===== src/rtl/bp_check_ctrl.sv =====
// Branch-prediction check and recovery controller: in-order tracking queue of
// predicted branches, resolve-time compare, predictor training and mispredict recovery.
module bp_check_ctrl #(
    parameter int DEPTH        = 4,
    parameter int FLUSH_CYCLES = 2
) (
    input  logic                       clk,
    input  logic                       reset,
    input  logic                       fs_push_valid,
    output logic                       fs_push_ready,
    input  logic [31:0]                fs_push_pc,
    input  logic                       fs_push_taken,
    input  logic [31:0]                fs_push_target,
    input  logic                       es_res_valid,
    input  logic [31:0]                es_res_pc,
    input  logic                       es_res_taken,
    input  logic [31:0]                es_res_target,
    output logic                       bp_we,
    output logic                       bp_in_b,
    output logic                       redirect_valid,
    output logic [31:0]                redirect_pc,
    output logic                       flush,
    output logic [$clog2(DEPTH+1)-1:0] q_count,
    output logic                       err
);

    // State table:
    //   ST_RUN   | normal operation, pushes accepted, resolves checked
    //   ST_FLUSH | recovery window after a mispredict/error, pushes and resolves ignored
    localparam int AW = $clog2(DEPTH);
    localparam int CW = $clog2(DEPTH + 1);
    localparam int FW = $clog2(FLUSH_CYCLES + 1);

    typedef enum logic {ST_RUN, ST_FLUSH} state_t;

    state_t          state_q, state_d;
    logic [FW-1:0]   flush_cnt_q, flush_cnt_d;
    logic [AW-1:0]   rd_ptr_q, wr_ptr_q;
    logic [CW-1:0]   count_q, count_d;
    logic [31:0]     pc_mem_q     [DEPTH];
    logic [31:0]     target_mem_q [DEPTH];
    logic [DEPTH-1:0] taken_mem_q;

    logic        bp_we_d, bp_in_b_d, redirect_valid_d, flush_d, err_d;
    logic [31:0] redirect_pc_d;

    logic        res_run, q_empty, is_err, is_mis, recover, do_pop, do_push;
    logic [31:0] head_pc, head_target, next_pc;
    logic        head_taken;

    assign head_pc     = pc_mem_q[rd_ptr_q];
    assign head_target = target_mem_q[rd_ptr_q];
    assign head_taken  = taken_mem_q[rd_ptr_q];
    assign q_empty     = (count_q == '0);
    assign res_run     = es_res_valid && (state_q == ST_RUN);
    assign is_err      = res_run && (q_empty || (es_res_pc != head_pc));
    assign is_mis      = res_run && !is_err &&
                         ((head_taken != es_res_taken) ||
                          (head_taken && es_res_taken && (head_target != es_res_target)));
    assign recover     = is_err || is_mis;
    assign do_pop      = res_run && !recover;
    // Pushes arriving alongside a recovery are wrong-path and dropped.
    assign do_push     = fs_push_valid && fs_push_ready && !recover;
    assign next_pc     = es_res_taken ? es_res_target : (es_res_pc + 32'd4);

    always_ff @(posedge clk) begin
        if (reset) begin
            state_q     <= ST_RUN;
            flush_cnt_q <= '0;
        end else begin
            state_q     <= state_d;
            flush_cnt_q <= flush_cnt_d;
        end
    end

    always_comb begin
        state_d     = state_q;
        flush_cnt_d = flush_cnt_q;
        case (state_q)
            ST_RUN: begin
                if (recover) begin
                    state_d     = ST_FLUSH;
                    flush_cnt_d = FW'(FLUSH_CYCLES - 1);
                end
            end
            ST_FLUSH: begin
                if (flush_cnt_q == '0) begin
                    state_d = ST_RUN;
                end else begin
                    flush_cnt_d = flush_cnt_q - 1'b1;
                end
            end
            default: state_d = ST_RUN;
        endcase
    end

    always_comb begin
        fs_push_ready    = !reset && (state_q == ST_RUN) && (count_q < CW'(DEPTH));
        bp_we_d          = res_run && !is_err;
        bp_in_b_d        = bp_we_d && es_res_taken;
        redirect_valid_d = recover;
        flush_d          = recover;
        err_d            = is_err;
        redirect_pc_d    = recover ? next_pc : 32'd0;
    end

    always_ff @(posedge clk) begin
        if (reset) begin
            bp_we          <= 1'b0;
            bp_in_b        <= 1'b0;
            redirect_valid <= 1'b0;
            redirect_pc    <= 32'd0;
            flush          <= 1'b0;
            err            <= 1'b0;
        end else begin
            bp_we          <= bp_we_d;
            bp_in_b        <= bp_in_b_d;
            redirect_valid <= redirect_valid_d;
            redirect_pc    <= redirect_pc_d;
            flush          <= flush_d;
            err            <= err_d;
        end
    end

    always_comb begin
        count_d = count_q;
        case ({do_push, do_pop})
            2'b10:   count_d = count_q + 1'b1;
            2'b01:   count_d = count_q - 1'b1;
            default: count_d = count_q;
        endcase
    end

    always_ff @(posedge clk) begin
        if (reset || recover) begin
            rd_ptr_q <= '0;
            wr_ptr_q <= '0;
            count_q  <= '0;
        end else begin
            if (do_push) wr_ptr_q <= wr_ptr_q + 1'b1;
            if (do_pop)  rd_ptr_q <= rd_ptr_q + 1'b1;
            count_q <= count_d;
        end
    end

    always_ff @(posedge clk) begin
        if (do_push && !reset) begin
            pc_mem_q[wr_ptr_q]     <= fs_push_pc;
            target_mem_q[wr_ptr_q] <= fs_push_target;
            taken_mem_q[wr_ptr_q]  <= fs_push_taken;
        end
    end

    assign q_count = count_q;

endmodule

===== config.mk =====
export PLATFORM = sky130hd
export DESIGN_NAME = bp_check_ctrl
export DESIGN_NICKNAME = d
export VERILOG_FILES = /design/src/rtl/bp_check_ctrl.sv
export SDC_FILE = /design/constraint.sdc
export NUM_CORES = 1
export LEC_CHECK = 0
export CORE_MARGIN = 2
export CORE_UTILIZATION = 30
export DETAILED_ROUTE_END_ITERATION = 7
export HOLD_SLACK_MARGIN = 0.03
export SYNTH_ARGS = -nofsm -noshare
export SYNTH_HDL_FRONTEND = slang
export SYNTH_SLANG_ARGS = --single-unit

===== constraint.sdc =====
create_clock -name clk -period 7.4 [get_ports clk]
set_clock_uncertainty 0.05 [all_clocks]
set_input_delay 1.11 -clock clk [delete_from_list [all_inputs] [get_ports clk]]
set_output_delay 1.11 -clock clk [all_outputs]
set_load 0.05 [all_outputs]

==> results.yml <==
run_status:
  run_status: "completed"
floorplanning:
  rows: 75
  dieHeight_um: 209
  ioPinCount: 175
  start_util_pct: 30.3
  die_area_sq_um: 43800
  die_w_um: 209
  core_sq_um: 41800
synth:
  synth-async-reset-ratio_pct: 0
  synth_ff_type: "edfxtp_1"
  yosys.area.top_type: "edfxtp_1"
  ys_seq_area_share_pct: 69.4
  synth_edf_count: 260
  synth_top_area_share_pct: 61.8
  ys_warn_count: 0
  synth_nets: 885
  ys_ff_latch: 308
  yosysUniqueCellTypes: 47
  netlist_area_sq_um: 12600
  syn_inst: 742
  synth.area.top_cells: "edfxtp_1 62%, mux4_2 10%, dfxtp_1 7.6%"
  synth_area_per_cell_sq_um: 17.0
setup_path:
  cp_slowest_stage_delay_ps: 980
  crit_required_ps: 7500
  path_max_fanout: 56
  rrSetupSlack_ps: 1870
  cp.arrival_ps: 5630
  crit_path_end_kind: "register"
  startpoint_type: "register"
  reg2reg_depth: 10
  worstPathCellList: "buf_4 > mux4_2 > xnor2_1 > nand4_1 > a2111oi_0 > buf_4 > a31oi_1 > o21ba_1 > nor2_4 > buf_12"
  rr_endpoint: "pc_mem_q[0][6]"
  cp_common_cell: "buf_4"
  cp_slowest_cell: "dfxtp_4"
  worstSetupPathType: "reg2reg"
detailed_routing:
  ant_nets: 0
  drcViolationCount: 0
  num_vias: 7046
  drt_pass1_iterations: 6
  viasPerCell: 4.71
  drt-wirelength-per-cell_um: 21.6
  wl_um: 32400
  dr.first_iter.drc_count: 448
clock_network:
  clock-root-buffer: "clkbuf_16"
  post-cts-setup-buffers: 0
  clk_pin_slew_worst_paths_ps: 60
  cts_buffers: 35
  cts_tree: "built"
  cts_max_level: 2
  cts.path.max_buffers: 3
  hold_buffers: 0
  clk_latency_ps: 510
  cts_resized: 0
  clkSinkCount: 308
final_layout:
  seq_area_sq_um: 8780
  nNetsFinal: 1074
  layoutNonFillerInstCount: 1497
  fill_cells: 3846
  multi_input_area_sq_um: 3650
  drive_gt1_share_pct: 14.1
  layout_commonest_cell: "edfxtp_1"
  area.growth.synth_to_final_pct: 27.9
  final_cell_mix: "260 x edfxtp_1, 173 x clkdlybuf4s50_1, 73 x xnor2_1, 57 x mux4_2, 56 x nor2_1"
timing:
  tns_ps: 0
  hold_violations: 0
  rsz0062_at_grt: "no"
  worst_slew_pin_slew_ps: 1120
  fin_crit_sh_pct: 74.7
  setup_viol: 0
  relSlewSlack_pct: 23.6
  drv_slew: 0
  timing.fmax_ghz: 0.181
  finalCriticalPeriod_ps: 5530
place:
  dp_hpwl_um: 23000
  gp_congestion: 0.781
  dp.cells: 1433
  port_buffers: 174
pwr:
  irDropWorstVdd_mv: 0.148
  power_density_nw_per_um2: 242
  leakage_nw: 5.06
  power_mw: 3.91
hold_path:
  min_from: "flush_cnt_q[1]"
  hold_depth: 1
  hold_path.class: "reg2reg"
  hold_end: "flush_cnt_q[1]"
grt:
  grt_pass1_vias: 7264
  grt_max_degree: 59
  grt_pass1_wl_um: 47200
  globalRouteOverflowTotal: 0
  grtUsageTotal_pct: 14.8
  antenna_found_initial: 8
run:
  maxCapViolCount: 0
[power breakdown]
| group | switching, mW | leakage [nW] | internal (mW) |
|---|---|---|---|
| combinational | 0.163 | 1.76 | 0.130 |
| sequential | 0.00761 | 2.74 | 1.91 |
| clock | 0.670 | 0.565 | 1.03 |
[worst max-delay path: cells and delay by family, from the launching register on]
kind	cells	cell delay [ps]
muxes	1	560
and+or+nand+nor	2	590
DFF	1	980
AOI/OAI and AO/OA	3	1610
buffers and inverters	3	1060
xor gates and xnor gates	1	180
[layer usage]
metal / track usage [%] / part of all wire [%] / wire length [um] / up-vias
met5: 0 / 0.23 / 74 / -
met4: 3.72 / 2.2 / 700 / 10
met3: 3.58 / 5.3 / 1710 / 54
met2: 24.8 / 48 / 15700 / 190
met1: 19.4 / 44 / 14200 / 3537
li1: - / - / - / 3255
[area by class of cell]
type                            count  share of cell area (%)
Clock buffer                       51                    6.50
Timing Repair Buffer              183                    11.5
Clock inverter                     11                   0.573
Antenna cell                        2                  0.0310
Multi-Input combinational cell    389                    22.6
Sequential cell                   308                    54.3
Inverter                           14                   0.325
Tap cell                          539                    4.17
[how the worst max path moves through the flow]
stage                             start               to  cells after the start
after CTS                      register  pc_mem_q[2][19]                     10
after detailed placement       register   pc_mem_q[2][3]                     10
after floorplan           es_res_pc[15]   pc_mem_q[0][0]                      8
final                          register   pc_mem_q[0][6]                     10
after global routing           register  pc_mem_q[2][31]                     10
after global placement         register  pc_mem_q[3][25]                     10
[kinds of logic (layout without fill, tap and decap cells)]
group | after synthesis | after routing | share of synthesized area (%)
flops | 308 | 308 | 69.4
mux | 84 | 84 | 12.6
other cells | 0 | 2 | 0
buf+inv | 45 | 259 | 1.91
fa+ha+maj | 9 | 9 | 0.951
xor+xnor | 94 | 94 | 6.52
simple gates | 153 | 153 | 6.08
compound gates | 49 | 49 | 2.58
[flip-flops by register name (all words and copies together), names as in the netlist, named ones only]
name and count:
pc_mem_q 128, wr_ptr_q 2, bp_we 1, rd_ptr_q 2
state_q 1, flush_cnt_q 2, flush 1, taken_mem_q 4
redirect_pc 32, q_count 3, bp_in_b 1, err 1
target_mem_q 128
[synth_stat cells, types with 3 or more instances]
master,n
edfxtp_1,260
xnor2_1,73
nor2_1,60
mux4_2,57
dfxtp_1,48
mux2i_1,25
nand2_1,23
nand4_1,22
xor2_1,21
a21oi_1,18
inv_1,13
buf_2,10
clkbuf_1,8
ha_1,8
nand3_1,8
nor3_1,7
o21ai_0,7
buf_6,6
nor3_2,5
o21a_1,5
a2111oi_0,4
and3_1,4
and4_1,4
buf_4,4
nand2b_1,4
a31o_2,3
and2_1,3
buf_1,3
nor4_1,3
or3_1,3
[per-stage QoR]
stage | hold slack (ps) | util, % | cell area, sq um | setup slack [ps]
final | 474 | 38.7 | 16200 | 1870
after global routing | 484 | 38.7 | 16200 | 1420
after CTS | 473 | 38.7 | 16200 | 1740
after detailed placement | 460 | 35.9 | 15000 | 1750
after global placement | 455 | 35.9 | 15000 | 1860
after floorplan | 436 | - | 12600 | 1310
Power figures use the tool's default switching activity.
